### src/rtl/id_ex_hazard_ctrl_if.sv
// ID-stage hazard bus: decoded ID operands in, pipeline hold/bubble/flush and EX forward selects out.
// The master drives the decoded ID instruction; the slave is the hazard controller.
interface id_ex_hazard_ctrl_if #(
    parameter int REG_AW = 3
);
    logic              id_valid;
    logic [REG_AW-1:0] id_rs1;
    logic [REG_AW-1:0] id_rs2;
    logic              id_rs2_used;
    logic [REG_AW-1:0] id_rd;
    logic              id_write;
    logic              id_is_load;
    logic              ex_branch_taken;
    logic              stall_if;
    logic              bubble_ex;
    logic              flush_id;
    logic [1:0]        fwd_a;
    logic [1:0]        fwd_b;
    logic              state;

    modport master (
        output id_valid, id_rs1, id_rs2, id_rs2_used, id_rd, id_write, id_is_load,
               ex_branch_taken,
        input  stall_if, bubble_ex, flush_id, fwd_a, fwd_b, state
    );

    modport slave (
        input  id_valid, id_rs1, id_rs2, id_rs2_used, id_rd, id_write, id_is_load,
               ex_branch_taken,
        output stall_if, bubble_ex, flush_id, fwd_a, fwd_b, state
    );
endinterface

### src/rtl/id_ex_hazard_ctrl.sv
// ID/EX hazard controller: shadows EX/MEM/WB destinations, drives stall/bubble/flush and EX forwarding.
// Define ID_EX_HAZARD_FWD_EN for forwarding (load-use stalls only); otherwise stalls last until WB drains.
module id_ex_hazard_ctrl #(
    parameter int REG_AW       = 3,
    parameter int FLUSH_CYCLES = 2
) (
    input logic                 clk,
    input logic                 reset,
    id_ex_hazard_ctrl_if.slave  hz
);

    localparam int CNT_W = 3;

    typedef struct packed {
        logic              valid;
        logic [REG_AW-1:0] rd;
        logic              write;
        logic              load;
    } slot_t;

    typedef enum logic {
        RUN   = 1'b0,
        FLUSH = 1'b1
    } state_t;

    slot_t            ex_q, ex_d, mem_q, mem_d, wb_q, wb_d;
    state_t           state_q, state_d;
    logic [CNT_W-1:0] cnt_q, cnt_d;
    logic             stall_c, bubble_c, flush_c;
    logic             hazard;
    logic             unused_wb;

    function automatic logic writes(input slot_t s, input logic [REG_AW-1:0] r);
        return s.valid && s.write && (s.rd == r) && (r != '0);
    endfunction

`ifdef ID_EX_HAZARD_FWD_EN
    logic [1:0] fwd_a_q, fwd_a_d, fwd_b_q, fwd_b_d;

    // EX slot is one instruction ahead, so it forwards from EX/MEM once the consumer reaches EX.
    function automatic logic [1:0] fwd_sel(input slot_t ex_s, input slot_t mem_s,
                                           input logic [REG_AW-1:0] r);
        if (writes(ex_s, r))  return 2'b01;
        if (writes(mem_s, r)) return 2'b10;
        return 2'b00;
    endfunction

    always_comb begin
        hazard = ex_q.load && (writes(ex_q, hz.id_rs1) ||
                               (hz.id_rs2_used && writes(ex_q, hz.id_rs2)));
    end

    always_comb begin
        fwd_a_d = 2'b00;
        fwd_b_d = 2'b00;
        if (!bubble_c) begin
            fwd_a_d = fwd_sel(ex_q, mem_q, hz.id_rs1);
            if (hz.id_rs2_used) fwd_b_d = fwd_sel(ex_q, mem_q, hz.id_rs2);
        end
    end

    always_ff @(posedge clk or posedge reset) begin
        if (reset) begin
            fwd_a_q <= 2'b00;
            fwd_b_q <= 2'b00;
        end else begin
            fwd_a_q <= fwd_a_d;
            fwd_b_q <= fwd_b_d;
        end
    end

    assign hz.fwd_a = fwd_a_q;
    assign hz.fwd_b = fwd_b_q;
`else
    always_comb begin
        hazard = writes(ex_q, hz.id_rs1) || writes(mem_q, hz.id_rs1) || writes(wb_q, hz.id_rs1) ||
                 (hz.id_rs2_used && (writes(ex_q, hz.id_rs2) || writes(mem_q, hz.id_rs2) ||
                                     writes(wb_q, hz.id_rs2)));
    end

    assign hz.fwd_a = 2'b00;
    assign hz.fwd_b = 2'b00;
`endif

    // The WB load flag is tracked for symmetry but never affects a decision.
    assign unused_wb = ^wb_q;

    always_comb begin
        state_d  = state_q;
        cnt_d    = cnt_q;
        stall_c  = 1'b0;
        bubble_c = 1'b0;
        flush_c  = 1'b0;
        case (state_q)
            RUN: begin
                if (hz.ex_branch_taken) begin
                    flush_c  = 1'b1;
                    bubble_c = 1'b1;
                    cnt_d    = CNT_W'(FLUSH_CYCLES - 1);
                    state_d  = (FLUSH_CYCLES > 1) ? FLUSH : RUN;
                end else if (hazard && hz.id_valid) begin
                    stall_c  = 1'b1;
                    bubble_c = 1'b1;
                end
            end
            FLUSH: begin
                // Branches are ignored here: EX holds only bubbles.
                flush_c  = 1'b1;
                bubble_c = 1'b1;
                cnt_d    = cnt_q - CNT_W'(1);
                if (cnt_q <= CNT_W'(1)) begin
                    cnt_d   = '0;
                    state_d = RUN;
                end
            end
            default: state_d = RUN;
        endcase
    end

    always_comb begin
        mem_d = ex_q;
        wb_d  = mem_q;
        ex_d  = '0;
        if (!bubble_c) begin
            ex_d.valid = hz.id_valid;
            ex_d.rd    = hz.id_rd;
            ex_d.write = hz.id_write;
            ex_d.load  = hz.id_is_load;
        end
    end

    always_ff @(posedge clk or posedge reset) begin
        if (reset) begin
            ex_q    <= '0;
            mem_q   <= '0;
            wb_q    <= '0;
            state_q <= RUN;
            cnt_q   <= '0;
        end else begin
            ex_q    <= ex_d;
            mem_q   <= mem_d;
            wb_q    <= wb_d;
            state_q <= state_d;
            cnt_q   <= cnt_d;
        end
    end

    assign hz.stall_if  = stall_c  & ~reset;
    assign hz.bubble_ex = bubble_c & ~reset;
    assign hz.flush_id  = flush_c  & ~reset;
    assign hz.state     = state_q;

endmodule

### src/flat_wrapper.sv
// flat-port wrapper written by rule: the top's interface ports become plain ports
module id_ex_hazard_ctrl_flat 
#(
    parameter int REG_AW       = 3,
    parameter int FLUSH_CYCLES = 2
)
  (clk, reset, hz_id_valid, hz_id_rs1, hz_id_rs2, hz_id_rs2_used, hz_id_rd, hz_id_write, hz_id_is_load, hz_ex_branch_taken, hz_stall_if, hz_bubble_ex, hz_flush_id, hz_fwd_a, hz_fwd_b, hz_state);
  id_ex_hazard_ctrl_if #(.REG_AW(REG_AW)) hz_i ();
  input logic clk;
  input logic reset;
  input wire logic [$bits(hz_i.id_valid)-1:0] hz_id_valid;
  input wire logic [$bits(hz_i.id_rs1)-1:0] hz_id_rs1;
  input wire logic [$bits(hz_i.id_rs2)-1:0] hz_id_rs2;
  input wire logic [$bits(hz_i.id_rs2_used)-1:0] hz_id_rs2_used;
  input wire logic [$bits(hz_i.id_rd)-1:0] hz_id_rd;
  input wire logic [$bits(hz_i.id_write)-1:0] hz_id_write;
  input wire logic [$bits(hz_i.id_is_load)-1:0] hz_id_is_load;
  input wire logic [$bits(hz_i.ex_branch_taken)-1:0] hz_ex_branch_taken;
  output wire logic [$bits(hz_i.stall_if)-1:0] hz_stall_if;
  output wire logic [$bits(hz_i.bubble_ex)-1:0] hz_bubble_ex;
  output wire logic [$bits(hz_i.flush_id)-1:0] hz_flush_id;
  output wire logic [$bits(hz_i.fwd_a)-1:0] hz_fwd_a;
  output wire logic [$bits(hz_i.fwd_b)-1:0] hz_fwd_b;
  output wire logic [$bits(hz_i.state)-1:0] hz_state;
  assign hz_i.id_valid = hz_id_valid;
  assign hz_i.id_rs1 = hz_id_rs1;
  assign hz_i.id_rs2 = hz_id_rs2;
  assign hz_i.id_rs2_used = hz_id_rs2_used;
  assign hz_i.id_rd = hz_id_rd;
  assign hz_i.id_write = hz_id_write;
  assign hz_i.id_is_load = hz_id_is_load;
  assign hz_i.ex_branch_taken = hz_ex_branch_taken;
  assign hz_stall_if = hz_i.stall_if;
  assign hz_bubble_ex = hz_i.bubble_ex;
  assign hz_flush_id = hz_i.flush_id;
  assign hz_fwd_a = hz_i.fwd_a;
  assign hz_fwd_b = hz_i.fwd_b;
  assign hz_state = hz_i.state;
  id_ex_hazard_ctrl #(.REG_AW(REG_AW), .FLUSH_CYCLES(FLUSH_CYCLES)) u_core (.clk(clk), .reset(reset), .hz(hz_i));
endmodule
### config.mk
export PLATFORM = sky130hd
export DESIGN_NAME = id_ex_hazard_ctrl_flat
export DESIGN_NICKNAME = d
export VERILOG_FILES = /design/src/rtl/id_ex_hazard_ctrl_if.sv /design/src/rtl/id_ex_hazard_ctrl.sv /design/src/flat_wrapper.sv
export SDC_FILE = /design/constraint.sdc
export NUM_CORES = 1
export LEC_CHECK = 0
export ABC_AREA = 1
export ABC_CLOCK_PERIOD_IN_PS = 2100
export BUFFER_PORTS_ARGS = -buffer_cell sky130_fd_sc_hd__buf_2
export CAP_MARGIN = 0
export CORE_UTILIZATION = 56
export DETAILED_ROUTE_END_ITERATION = 10
export PLACE_DENSITY = 0.84
export SYNTH_ARGS = -nofsm -noshare
export SYNTH_HDL_FRONTEND = slang
export SYNTH_SLANG_ARGS = --single-unit
### constraint.sdc
create_clock -name clk -period 2.1 [get_ports clk]
set_clock_uncertainty 0.15 [all_clocks]
set_input_delay 0.105 -clock clk [delete_from_list [all_inputs] [get_ports clk]]
set_output_delay 0.105 -clock clk [all_outputs]
set_load 0.01 [all_outputs]
== Word-level counts from Yosys, hierarchy flattened ==
Cells that the tools add are included.
W data, S select, Z words.
Operators by class
  reduce and logical (&&, ||, !) cells: 24
  equal/unequal tests: 7
  add/sub/neg operators: 1
  multiplexer cells: 13
  bitwise gates (word level): 5
  $lt $le $gt $ge: 1
Operator list (number)
  $eq A3 B3 Y1: 6
  $logic_and A1 B1 Y1: 17
  $mux W1: 6
  $mux W3: 2
  $mux W6: 1
  $pmux W1 S2: 3
  $pmux W3 S2: 1
  $reduce_bool A3 Y1: 2
  $logic_or A1 B1 Y1: 5
  $and A1 B1 Y1: 3
  $le A3 B1 Y1 const B: 1
  $sub A3 B1 Y3 const B: 1
  $ne A2 B2 Y1 const B: 1
  $not A1 Y1: 2
Word-level totals
  output and inout port bits: 8
  flip-flop bits (word level): 19
  input port bits: 16
  word-level logic and storage cells: 62

== Longest topological paths before layout ==
  depth in word-level cells: 12
  mapped depth: 11
  mapped depth without buffers: 11

== Least setup slack after synthesis ==
No wires, ideal clock.
  kind: register -> output
  from: register u_core.ex_q[2] in the netlist's numbering
  to: output hz_stall_if
  data required time: 1.845 ns
  arrival time: 1.088 ns
  slack: 0.757 ns
  stages on the path, launching flop included: 11
  buffers on the path: 0
  cells stage by stage: dfrtp_1 > inv_1 > nand2_1 > nand2_1 > nor2_1 > nand2_1 > nand3_1 > nand2_1 > nand2_1 > nand3_1 > nor2_1
On the way
  word-level cells in the longest chain between the ends: 12
  elaborated cells on any way between the ends: 17
  those cells by class: eq/ne: 2; mux: 3; bitwise: 1; reduce/logical: 11
RTL lines
  start, declared: RTL line id_ex_hazard_ctrl.sv:26  | slot_t ex_q, ex_d, mem_q, mem_d, wb_q, wb_d;
  start signal, assigned: RTL line id_ex_hazard_ctrl.sv:134  | ex_q <= '0;
  start signal, assigned: RTL line id_ex_hazard_ctrl.sv:140  | ex_q <= ex_d;
  $eq A3 B3 Y1: RTL line id_ex_hazard_ctrl.sv:34  | return s.valid && s.write && (s.rd == r) && (r != '0);
  $logic_and A1 B1 Y1 (2 in series): RTL line id_ex_hazard_ctrl.sv:34
  $logic_or A1 B1 Y1 (2 in series): RTL line id_ex_hazard_ctrl.sv:77  | (hz.id_rs2_used && (writes(ex_q, hz.id_rs2) || writes(mem_q, hz.id_rs2) ||
  $logic_and A1 B1 Y1: RTL line id_ex_hazard_ctrl.sv:77
  $logic_or A1 B1 Y1 (*): RTL line id_ex_hazard_ctrl.sv:76  | hazard = writes(ex_q, hz.id_rs1) || writes(mem_q, hz.id_rs1) || writes(wb_q, hz.id_rs1) ||
  $logic_and A1 B1 Y1 (*): RTL line id_ex_hazard_ctrl.sv:101  | end else if (hazard && hz.id_valid) begin
  $mux W1 (*): RTL line id_ex_hazard_ctrl.sv:101
  $mux W1 (*): RTL line id_ex_hazard_ctrl.sv:96  | if (hz.ex_branch_taken) begin
  $mux W1 (*): RTL line id_ex_hazard_ctrl.sv:94  | case (state_q)
  $and A1 B1 Y1 (*): RTL line id_ex_hazard_ctrl.sv:148  | assign hz.stall_if = stall_c & ~reset;
  end, declared: RTL line flat_wrapper.sv:19  | output wire logic [$bits(hz_i.stall_if)-1:0] hz_stall_if;
Mark *: on every way between the ends. The rest lies on a longest branch, timed or not.

==> metrics <==
CTS tree built; post-synthesis adder-cell area fraction 2.336%; Power Density 847.8 mW/mm^2; FMAX 483.3 MHz; Residual DRC 0; # diodes 0; initial core utilization 60.71%; Critical R2R Launch u_core.ex_q[4]$_DFF_PP0_; grt total ovfl 0; Synth Area in XOR/XNOR 0.8178%; hold path start hz_id_rs2_used; CP Capture Type register; Leakage approximately 0.79 nW; Rows 15; CP Launch Type register; Port Buf Inserts 18; final setup violation count 0; clock sink count 19; non-filler instance count after layout 219; dpl cells 203; hpwl dp between 1500 and 2000 um; antenna viol nets, final 0; Final GP Congestion roughly 0.86; Synthesis Warnings 0; Max-cap violations 0; antenna violations before repair 0; setup ws final 0.03106 ns; Compound-Gate Fraction of Synth Area 4.556%; mapped cell area 0.001071 mm^2; CTS Root Buffer Type clkbuf_4; die area ~0.0021 mm^2; Reg-to-Reg End u_core.ex_q[3]$_DFF_PP0_; Post-synth top cells nand2_1 (63), inv_1 (24), nor2_1 (24); Worst EP required 2.15 ns; Yosys top cell by area dfrtp_1; Place WS 0.5278 ns; Area growth syn-to-layout 26.17%; Top Ports 24; Slowest-stage cell, CP dlygate4sd3_1; Num CTS Buffers 3; die height 45.73 um; sequential cell area fraction in the yosys report between 40% and 50%; clock latency at the later pin of the worst-skew pair slightly above 0.3 ns; largest net degree at the start of global routing 21; EDFF count, synth 0; First-pass DRT Iterations 8; starting DRC count in detailed routing 59; ys flop type dfrtp_1; Worst-path clk slew approximately 0.11 ns; nets@finish 213; worst path cell trace inv_1 > nand2_1 > nand2_1 > nor2_1 > nand2_1 > nand3_2 > nand2_2 > nand2_2 > nand2_2 > nand2_4 > nor2_1 > dlygate4sd3_1; Hold Path Class primary input to register; routed len/inst roughly 13 um; reg2reg path depth 12; Cells after Synth 160; Post-Synth Simple-Gate Area 34.23%; crit path to u_core.ex_q[3]$_DFF_PP0_; synthesized flop and latch total 19; status finished, final reports clean; largest family of logic cells by synthesized area simple AND/OR/NAND/NOR gates; Netlist cell types 17; die width 45.73 um; share of the synthesized area in the top cell type roughly 44%; cell with the most instances after synthesis nand2_1; top post-synthesis cells by area dfrtp_1 (44%), nand2_1 (22%), inv_1 (8.4%); Worst EP arrival 2.12 ns; Vias around 1.1k; post-synthesis mux area share 0%; first-pass GRT wire length a little under 4000 um; Post-Route WL 2863 um; CP Launch Point u_core.ex_q[4]$_DFF_PP0_; Critical Path Max Stage Delay approximately 0.55 ns; share of cells above drive strength 1 24.23%; Peak VDD IR 0.0007486 V; H-tree depth 1; critical path class register to register; final critical-path required period 2.069 ns; Fill cells 130; Slew Viols, Final 0; setup TNS 0 ns; vias in the first global route 902; crit-path max FO 4; fin crit share slightly below 100%; Async SR Flop Fraction between 90% and 100%; Post-Syn Area per Cell ~6.7 um^2; register-to-register setup slack 0.03 ns; CTS max path bufs 2; vias per cell 5.041; core area 0.001764 mm^2; gr usage total between 20% and 30%; final hold vios 0
==> final cells by class <==
| class | count | area (um^2) | area share, % |
|---|---|---|---|
| Clock buffer | 3 | 22.52 | 1.667 |
| Sequential cell | 19 | 475.5 | 35.19 |
| Tap cell | 25 | 31.28 | 2.315 |
| Inverter | 30 | 112.6 | 8.333 |
| Multi-Input combinational cell | 110 | 494.2 | 36.57 |
| Timing Repair Buffer | 31 | 210.2 | 15.56 |
| Clock inverter | 1 | 5.005 | 0.3704 |
==> layer usage <==
| metal | up-vias | global-route usage, % | part of all wire, % |
|---|---|---|---|
| met3 | 11 | 5.159 | 6.8 |
| met4 | 0 | 12.35 | 2.2 |
| met5 | - | 0 | 0 |
| li1 | 528 | - | - |
| met1 | 497 | 35.05 | 41 |
| met2 | 68 | 46.57 | 50 |
==> cell usage in the layout (no fill, tap or decap) <==
| cell type | Yosys | layout |
|---|---|---|
| nand2_1 | 63 | 57 |
| buf_4 | 4 | 4 |
| dfrtp_1 | 19 | 19 |
| nand3_2 | 0 | 1 |
| o22ai_1 | 2 | 2 |
| nand4_1 | 1 | 1 |
| nor2_2 | 1 | 3 |
| clkbuf_4 | 0 | 3 |
| o21ai_1 | 2 | 2 |
| buf_2 | 0 | 18 |
| inv_2 | 6 | 9 |
| ha_1 | 2 | 2 |
| nor2_1 | 24 | 22 |
| dlygate4sd3_1 | 0 | 9 |
| o21ai_0 | 4 | 4 |
| nand3_1 | 3 | 2 |
| a31oi_1 | 1 | 1 |
| nand2_4 | 0 | 1 |
| conb_1 | 1 | 4 |
| nand2_2 | 2 | 7 |
| xnor2_1 | 1 | 1 |
| inv_1 | 24 | 21 |
| clkinv_2 | 0 | 1 |
==> state kept, by name, summed over array words and instances (netlist names) <==
name	cells
u_core.wb_q	5
u_core.cnt_q	3
u_core.mem_q	5
u_core.hz.state	1
u_core.ex_q	5
==> through the flow <==
stage,area (um^2),total power [W],utilization [%],hold WS (ns)
floorplan,1082,0.0007640,-,-0.08526
global placement,1181,0.0008359,66.95,-0.005435
detailed placement,1181,0.0008613,66.95,0.007128
CTS,1319,0.001069,74.75,0.04853
global route,1351,0.001207,76.60,0.2074
finish,1351,0.001146,76.60,0.1754
==> logic make-up after synthesis <==
family          Yosys count
simple gates             94
buf+inv                  34
flops                    19
compound gates            9
fa+ha+maj                 2
xor+xnor                  1
other cells               1
==> power breakdown <==
group | switching (W) | total, W | internal, W
Clock | 0.000121 | 0.000192 | 0.0000713
Combinational | 0.000264 | 0.000429 | 0.000166
Sequential | 0.0000766 | 0.000524 | 0.000448
Total | 0.000461 | 0.00115 | 0.000685
==> worst max-delay path: cells and delay by family (launching register included) <==
kind	cells	cell delay [ns]
and+or+nand+nor	10	0.77
DFF	1	0.43
buffers and inverters	2	0.63
==> timing repair <==
action | 4_1_cts | 5_1_grt
hold endpoints to repair | 25 | 0
hold buffers | 11 | 0
setup endpoints to repair | 0 | 6
setup buffers | 0 | 3
gates resized for setup | 0 | 13
==> worst min path at each step <==
stage	cells past startpoint	end	slack [ns]
after floorplan	1	u_core.cnt_q[0]$_DFFE_PP0N_	-0.09
after global placement	3	u_core.hz.state$_DFF_PP0_	-0.005
after detailed placement	3	u_core.cnt_q[0]$_DFFE_PP0N_	0.007
after CTS	6	u_core.ex_q[5]$_DFF_PP0_	0.05
after global routing	7	u_core.ex_q[5]$_DFF_PP0_	0.21
final	7	u_core.ex_q[5]$_DFF_PP0_	0.18
No activity file was read; power rests on OpenSTA's default activity.
